--- config.mk ---
export PLATFORM = sky130hd
export DESIGN_NAME = rtc_alarm_bank
export DESIGN_NICKNAME = d
export VERILOG_FILES = /design/src/rtl/rtc_alarm_bank_pkg.sv /design/src/rtl/rtc_alarm_bank_match.sv /design/src/rtl/rtc_alarm_bank.sv
export SDC_FILE = /design/constraint.sdc
export NUM_CORES = 1
export LEC_CHECK = 0
export BUFFER_PORTS_ARGS = -buffer_cell sky130_fd_sc_hd__buf_2
export CAP_MARGIN = 10
export CORE_UTILIZATION = 60
export CTS_BUF_LIST = sky130_fd_sc_hd__clkbuf_2
export CTS_CLUSTER_SIZE = 10
export DETAILED_ROUTE_END_ITERATION = 6
export PLACE_DENSITY = 0.91
export SKIP_CTS_REPAIR_TIMING = 1
export SYNTH_ARGS = -nofsm -noshare
export SYNTH_HDL_FRONTEND = slang
export SYNTH_SLANG_ARGS = --single-unit
--- constraint.sdc ---
create_clock -name pclk -period 5.7 [get_ports pclk]
set_input_delay 0.57 -clock pclk [delete_from_list [all_inputs] [get_ports pclk]]
set_output_delay 0.57 -clock pclk [all_outputs]
set_load 0.1 [all_outputs]
--- src/rtl/rtc_alarm_bank_pkg.sv ---
`default_nettype none
// ============================================================================
// Module : rtc_alarm_pkg
// Brief  : Shared types for the RTC alarm bank: scan states, mask bit
//          positions and the stored alarm entry.
// Rev    : 1.0
// ============================================================================
package rtc_alarm_pkg;

    // Entry value fields are sized for the widest supported TIME_W (16).
    localparam int MAX_TIME_W = 16;

    localparam int MASK_SEC  = 0;
    localparam int MASK_MIN  = 1;
    localparam int MASK_HOUR = 2;
    localparam int MASK_DAY  = 3;

    typedef enum logic [1:0] {
        IDLE = 2'd0,
        SCAN = 2'd1,
        DONE = 2'd2
    } scan_state_t;

    typedef struct packed {
        logic [MAX_TIME_W-1:0] sec;
        logic [MAX_TIME_W-1:0] min;
        logic [MAX_TIME_W-1:0] hour;
        logic [MAX_TIME_W-1:0] day;
        logic [3:0]            mask;
        logic                  repeat_en;
        logic                  irq_en;
    } alarm_entry_t;

endpackage
`default_nettype wire

--- src/rtl/rtc_alarm_bank_match.sv ---
`default_nettype none
// ============================================================================
// Module : rtc_alarm_match
// Brief  : Shared combinational comparator: hit when every enabled field of
//          the selected entry equals the snapshot (an empty mask never hits).
//          Day compare exists only with RTC_ALARM_DAY_MATCH_EN.
// Rev    : 1.0
// ============================================================================
module rtc_alarm_match
    import rtc_alarm_pkg::*;
#(
    parameter int TIME_W = 8
) (
    input  alarm_entry_t      entry,
    input  logic [TIME_W-1:0] snap_sec,
    input  logic [TIME_W-1:0] snap_min,
    input  logic [TIME_W-1:0] snap_hour,
`ifdef RTC_ALARM_DAY_MATCH_EN
    input  logic [TIME_W-1:0] snap_day,
`endif
    output logic              hit
);

    logic [3:0] w_eq;
    logic [3:0] w_mask;
    logic       w_unused_ctrl;

    assign w_eq[MASK_SEC]  = (entry.sec  == MAX_TIME_W'(snap_sec));
    assign w_eq[MASK_MIN]  = (entry.min  == MAX_TIME_W'(snap_min));
    assign w_eq[MASK_HOUR] = (entry.hour == MAX_TIME_W'(snap_hour));

`ifdef RTC_ALARM_DAY_MATCH_EN
    assign w_eq[MASK_DAY]  = (entry.day == MAX_TIME_W'(snap_day));
    assign w_mask          = entry.mask;
`else
    logic w_unused_day;
    assign w_eq[MASK_DAY]  = 1'b0;
    assign w_mask          = {1'b0, entry.mask[MASK_HOUR:MASK_SEC]};
    assign w_unused_day    = ^{entry.day, entry.mask[MASK_DAY]};
`endif

    assign w_unused_ctrl = ^{entry.repeat_en, entry.irq_en};

    assign hit = (|w_mask) && (&(w_eq | ~w_mask));

endmodule
`default_nettype wire

--- src/rtl/rtc_alarm_bank.sv ---
`default_nettype none
// ============================================================================
// Module : rtc_alarm_bank
// Brief  : NUM_ALARMS-channel alarm engine; each sec_tick snapshots the time
//          and scans every alarm through one shared comparator, raising sticky
//          flags and an aggregated interrupt. Optional day match is enabled by
//          defining RTC_ALARM_DAY_MATCH_EN.
// Rev    : 1.0
// ============================================================================
module rtc_alarm_bank
    import rtc_alarm_pkg::*;
#(
    parameter int NUM_ALARMS = 4,
    parameter int TIME_W     = 8,
    parameter int IDX_W      = (NUM_ALARMS > 1) ? $clog2(NUM_ALARMS) : 1
) (
    input  logic                  pclk,
    input  logic                  presetn,
    input  logic                  sec_tick,
    input  logic [TIME_W-1:0]     time_sec,
    input  logic [TIME_W-1:0]     time_min,
    input  logic [TIME_W-1:0]     time_hour,
    input  logic [TIME_W-1:0]     time_day,
    input  logic                  cfg_wr,
    input  logic [IDX_W-1:0]      cfg_idx,
    input  logic [TIME_W-1:0]     cfg_sec,
    input  logic [TIME_W-1:0]     cfg_min,
    input  logic [TIME_W-1:0]     cfg_hour,
    input  logic [TIME_W-1:0]     cfg_day,
    input  logic [3:0]            cfg_mask,
    input  logic                  cfg_repeat,
    input  logic                  cfg_arm,
    input  logic                  cfg_irq_en,
    input  logic [NUM_ALARMS-1:0] clr_flags,
    input  logic                  clr_overrun,
    output logic [NUM_ALARMS-1:0] alarm_flag,
    output logic [NUM_ALARMS-1:0] alarm_armed,
    output logic                  alarm_irq,
    output logic                  busy,
    output logic                  scan_done,
    output logic                  scan_overrun
);

    localparam logic [IDX_W-1:0] C_LAST_IDX = IDX_W'(NUM_ALARMS - 1);

    scan_state_t           r_state;
    logic [IDX_W-1:0]      r_idx;
    logic [TIME_W-1:0]     r_snap_sec;
    logic [TIME_W-1:0]     r_snap_min;
    logic [TIME_W-1:0]     r_snap_hour;
`ifdef RTC_ALARM_DAY_MATCH_EN
    logic [TIME_W-1:0]     r_snap_day;
`else
    logic                  w_unused_day;
    assign w_unused_day = ^{cfg_day, time_day};
`endif
    alarm_entry_t          r_entry [NUM_ALARMS];

    alarm_entry_t          w_new_entry;
    alarm_entry_t          w_sel_entry;
    logic [NUM_ALARMS-1:0] w_wr_sel;
    logic [NUM_ALARMS-1:0] w_irq_en;
    logic [NUM_ALARMS-1:0] w_fire_vec;
    logic [NUM_ALARMS-1:0] w_disarm;
    logic [NUM_ALARMS-1:0] w_flag_nxt;
    logic [NUM_ALARMS-1:0] w_armed_nxt;
    logic                  w_hit;
    logic                  w_fire;

    always_comb begin
        w_new_entry           = '0;
        w_new_entry.sec       = MAX_TIME_W'(cfg_sec);
        w_new_entry.min       = MAX_TIME_W'(cfg_min);
        w_new_entry.hour      = MAX_TIME_W'(cfg_hour);
        w_new_entry.mask      = cfg_mask;
        w_new_entry.repeat_en = cfg_repeat;
        w_new_entry.irq_en    = cfg_irq_en;
`ifdef RTC_ALARM_DAY_MATCH_EN
        w_new_entry.day       = MAX_TIME_W'(cfg_day);
`else
        w_new_entry.mask[MASK_DAY] = 1'b0;
`endif
    end

    for (genvar gi = 0; gi < NUM_ALARMS; gi++) begin : g_chan
        assign w_wr_sel[gi] = cfg_wr && (cfg_idx == IDX_W'(gi));
        assign w_irq_en[gi] = r_entry[gi].irq_en;
    end

    assign w_sel_entry = r_entry[r_idx];

    rtc_alarm_match #(
        .TIME_W    (TIME_W)
    ) u_match (
        .entry     (w_sel_entry),
        .snap_sec  (r_snap_sec),
        .snap_min  (r_snap_min),
        .snap_hour (r_snap_hour),
`ifdef RTC_ALARM_DAY_MATCH_EN
        .snap_day  (r_snap_day),
`endif
        .hit       (w_hit)
    );

    assign w_fire = (r_state == SCAN) && alarm_armed[r_idx] && w_hit;

    // A config write to a channel overrides both its flag set and one-shot disarm.
    always_comb begin
        w_fire_vec = '0;
        if (w_fire) begin
            w_fire_vec[r_idx] = 1'b1;
        end
        w_disarm    = w_fire_vec & ~{NUM_ALARMS{w_sel_entry.repeat_en}};
        w_flag_nxt  = ((alarm_flag & ~clr_flags) | w_fire_vec) & ~w_wr_sel;
        w_armed_nxt = (alarm_armed & ~w_disarm & ~w_wr_sel) |
                      (w_wr_sel & {NUM_ALARMS{cfg_arm}});
    end

    always_ff @(posedge pclk or negedge presetn) begin
        if (!presetn) begin
            for (int i = 0; i < NUM_ALARMS; i++) begin
                r_entry[i] <= '0;
            end
            alarm_flag  <= '0;
            alarm_armed <= '0;
            alarm_irq   <= 1'b0;
        end else begin
            for (int i = 0; i < NUM_ALARMS; i++) begin
                if (w_wr_sel[i]) begin
                    r_entry[i] <= w_new_entry;
                end
            end
            alarm_flag  <= w_flag_nxt;
            alarm_armed <= w_armed_nxt;
            alarm_irq   <= |(alarm_flag & w_irq_en);
        end
    end

    always_ff @(posedge pclk or negedge presetn) begin
        if (!presetn) begin
            r_state      <= IDLE;
            r_idx        <= '0;
            r_snap_sec   <= '0;
            r_snap_min   <= '0;
            r_snap_hour  <= '0;
`ifdef RTC_ALARM_DAY_MATCH_EN
            r_snap_day   <= '0;
`endif
            busy         <= 1'b0;
            scan_done    <= 1'b0;
            scan_overrun <= 1'b0;
        end else begin
            scan_done <= 1'b0;
            if (sec_tick && (r_state != IDLE)) begin
                scan_overrun <= 1'b1;
            end else if (clr_overrun) begin
                scan_overrun <= 1'b0;
            end
            case (r_state)
                IDLE: begin
                    if (sec_tick) begin
                        r_snap_sec  <= time_sec;
                        r_snap_min  <= time_min;
                        r_snap_hour <= time_hour;
`ifdef RTC_ALARM_DAY_MATCH_EN
                        r_snap_day  <= time_day;
`endif
                        r_idx       <= '0;
                        busy        <= 1'b1;
                        r_state     <= SCAN;
                    end
                end
                SCAN: begin
                    if (r_idx == C_LAST_IDX) begin
                        scan_done <= 1'b1;
                        r_state   <= DONE;
                    end else begin
                        r_idx <= r_idx + IDX_W'(1);
                    end
                end
                DONE: begin
                    busy    <= 1'b0;
                    r_state <= IDLE;
                end
                default: begin
                    busy    <= 1'b0;
                    r_state <= IDLE;
                end
            endcase
        end
    end

endmodule
`default_nettype wire

==> results_dict.tcl <==
set metrics [dict create \
    fin_crit_ps 2865 \
    start_util_pct 61.38 \
    core-area_sq_um 11370 \
    seq_power_share_pct 47.5 \
    rsz0062_at_grt "false" \
    drtPass1Iterations 4 \
    yosysSeqAreaShare_pct 55.93 \
    cp.required_ps 6330 \
    finalHoldViolCount 0 \
    internal_power_mw 2.169 \
    die_y_microns 109.9 \
    fin_crit_sh_pct 50.26 \
    path_buf_inv 1 \
    synthAdderAreaFrac_pct 0.7171 \
    slowest_delay_ps 680 \
    slew_viol_final 0 \
    drc 0 \
    dr_wl_met2_mm 7.043 \
    setup.worst_path.start_class "flip-flop" \
    antenna_found_initial 2 \
    p_leak_nw 3.325 \
    synth_cells 446 \
    async_flop_share_pct 100.0 \
    crit_arrival_ps 3500 \
    fin_skew_ps 12.48 \
    crit_family "flip-flops" \
    wl_per_cell_microns 19.77 \
    synth_edf_count 0 \
    initialDrtViolationCount 158 \
    grt_pass1_wl_mm 21.78 \
    clkTransAtPathRegs_ps 190 \
    drive_gt1_share_pct 53.42 \
    hpwlAfterDp_mm 9.117 \
    synth_warnings 0 \
    hp-class "in2reg" \
    wl_met1_mm 5.694 \
    ios 94 \
    syn_area_sq_um 6979 \
    p_sw_share_pct 35.14 \
    critPathMaxFanout 23 \
    viasPerCell 5.892 \
    htreeDepth 4 \
    synth_fp_nets 532 \
    synth_top_family_by_area "multiplexers" \
    die_w_microns 109.9 \
    finalSetupTns_ps 0 \
    dieArea_sq_um 12070 \
    seq_area_sq_um 3905 \
    drt-total-wl_mm 13.54 \
    root_buffer "clkbuf_2" \
    synth_compound_area_share_pct 2.169 \
    synth_xor_area_share_pct 3.012 \
    worst_pin_slew_ps 884.2 \
    top_layer_used "met5" \
    wl_met3_microns 600 \
    cts_num_sinks 156 \
    cts_tree "built" \
    io_buffers 76 \
    grt_max_degree 86 \
    maxSlewHeadroom_pct 41.06 \
    via_count 4036 \
    status "complete, no violations" \
    grt_pass1_vias 4362 \
    gp_congestion 0.7545 \
    cp_slowest_cell "dfrtp_2" \
    max_freq_mhz 349.1 \
    ir_worst_vdd_mv 0.3102 \
    end_kind "flip-flop" \
    crit_type "reg2reg" \
    path_cells "buf_4 -> mux4_2 -> xnor2_1 -> nand4_1 -> o21ai_4 -> nand3_1 -> o21a_1" \
    synth_seq_cells 156 \
    area_delta_synth_final_pct 9.914 \
    clock_power_share_pct 15.2 \
    final_nets 615 \
    clock_latency_ps 720 \
    fin_area_sq_um 7671 \
    fill_cells 775 \
    avgSynthCellArea_sq_um 15.65 \
    comb_power_share_pct 37.4 \
    multiInputGateArea_sq_um 2919 \
    synth_mux_area_share_pct 32.63 \
    synth-simple-area-share_pct 3.227 \
    setup_viol 0 \
    dpl_cell_area_sq_um 7472 \
    p_sw_mw 1.175 \
    synth_ff_type "dfrtp_1" \
    maxCapViolCount 0 \
    clockBufferDepth 2 \
    ant_nets 0 \
    rows 39 \
    grt_use_total_pct 25.11 \
    cts_buffers 17 \
    overflow 0 \
    power.density_cell_area_nw_per_um2 435.8 \
    synth_cell_type_count 37 \
]
==> cell families after synthesis <==
logic type | after synthesis
xor+xnor | 24
mux | 174
fa+ha+maj | 4
compound gates | 22
buf+inv | 28
flops | 156
simple gates | 38
==> state kept, by name (all words and copies together), names as in the netlist <==
| name | count |
|---|---|
| alarm_armed | 4 |
| alarm_flag | 4 |
| alarm_irq | 1 |
| busy | 1 |
| r_entry | 116 |
| r_idx | 2 |
| r_snap_hour | 8 |
| r_snap_min | 8 |
| r_snap_sec | 8 |
| r_state | 2 |
| scan_done | 1 |
| scan_overrun | 1 |
==> power groups by stage <==
| stage | registers [mW] | logic [mW] | clock network, mW |
|---|---|---|---|
| 6_report | 1.59 | 1.25 | 0.507 |
| 5_1_grt | 1.62 | 1.34 | 0.563 |
| 4_1_cts | 1.59 | 1.26 | 0.522 |
| 3_5_place_dp | 1.62 | 1.26 | 0 |
| 3_3_place_gp | 1.58 | 1.21 | 0 |
| 2_1_floorplan | 1.67 | 0.932 | 0 |
==> final timing paths <==
kind	depth (start not counted)	endpoint	startpoint	slack (ps)
worst max-delay path	7	alarm_armed[0]$_DFF_PN0_	r_idx[0]$_DFFE_PN0P_	2840
worst min-delay path	2	scan_overrun$_DFFE_PN0P_	clr_overrun	40
worst max register to register	7	alarm_armed[0]$_DFF_PN0_	r_idx[0]$_DFFE_PN0P_	2840
worst min register to register	1	r_entry[72]$_DFFE_PN0P_	r_entry[72]$_DFFE_PN0P_	530
max in group asynchronous	3	r_entry[115]$_DFFE_PN0P_	presetn	3850
min in group asynchronous	2	r_snap_hour[3]$_DFFE_PN0P_	presetn	400
==> synth_stat cells (all sizes together), types with 5 or more instances <==
library cell,number,area [sq um]
buf,17,120.1
nand4,6,37.54
clkbuf,5,18.77
dfrtp,156,3904
o21ai,11,70.07
nand3b,5,37.54
nand2,7,28.78
mux4,28,634.4
and3,6,42.54
xnor2,24,210.2
mux2,145,1633
inv,6,22.52
nand3,5,25.02
==> per-stage QoR <==
step / utilization, % / instances / hold WS [ps] / setup slack [ps] / power [mW]
after floorplan: - / 446 / 274.4 / 3642 / 2.599
final: 67.47 / 685 / 41.32 / 2835 / 3.343
after global placement: 65.72 / 651 / 479.2 / 2866 / 2.790
after CTS: 67.27 / 682 / -180.9 / 2803 / 3.373
after detailed placement: 65.72 / 651 / 489.9 / 2829 / 2.875
after global routing: 67.45 / 684 / 0.04868 / 2634 / 3.530
==> layer usage <==
metal  vias to the layer above  GRT usage [%]
met5                         -              0
li1                       1815              -
met1                      2121          30.64
met4                         2          10.38
met3                        21          5.631
met2                        77          43.17
==> cells in the final DEF (no fill, tap or decap), types with 5 or more instances in the layout <==
master / instances
clkinv_2: 5
xnor2_1: 24
nand3b_1: 5
buf_2: 75
clkbuf_2: 19
nand2_1: 6
mux2_2: 145
dfrtp_1: 155
and3_1: 5
inv_1: 6
clkinv_1: 5
nand4_1: 6
buf_4: 8
nand3_1: 5
o21ai_0: 5
mux4_2: 27
==> final cells by class <==
class,count,share of cell area (%)
sequential,156,50.91
multi-input combinational,262,38.05
timing repair buffer,86,6.084
inverter,6,0.2936
antenna,1,0.03262
clock buffer,19,1.240
tap,143,2.332
clock inverter,12,1.060
Note: power is estimated with default switching activity, not from simulation.
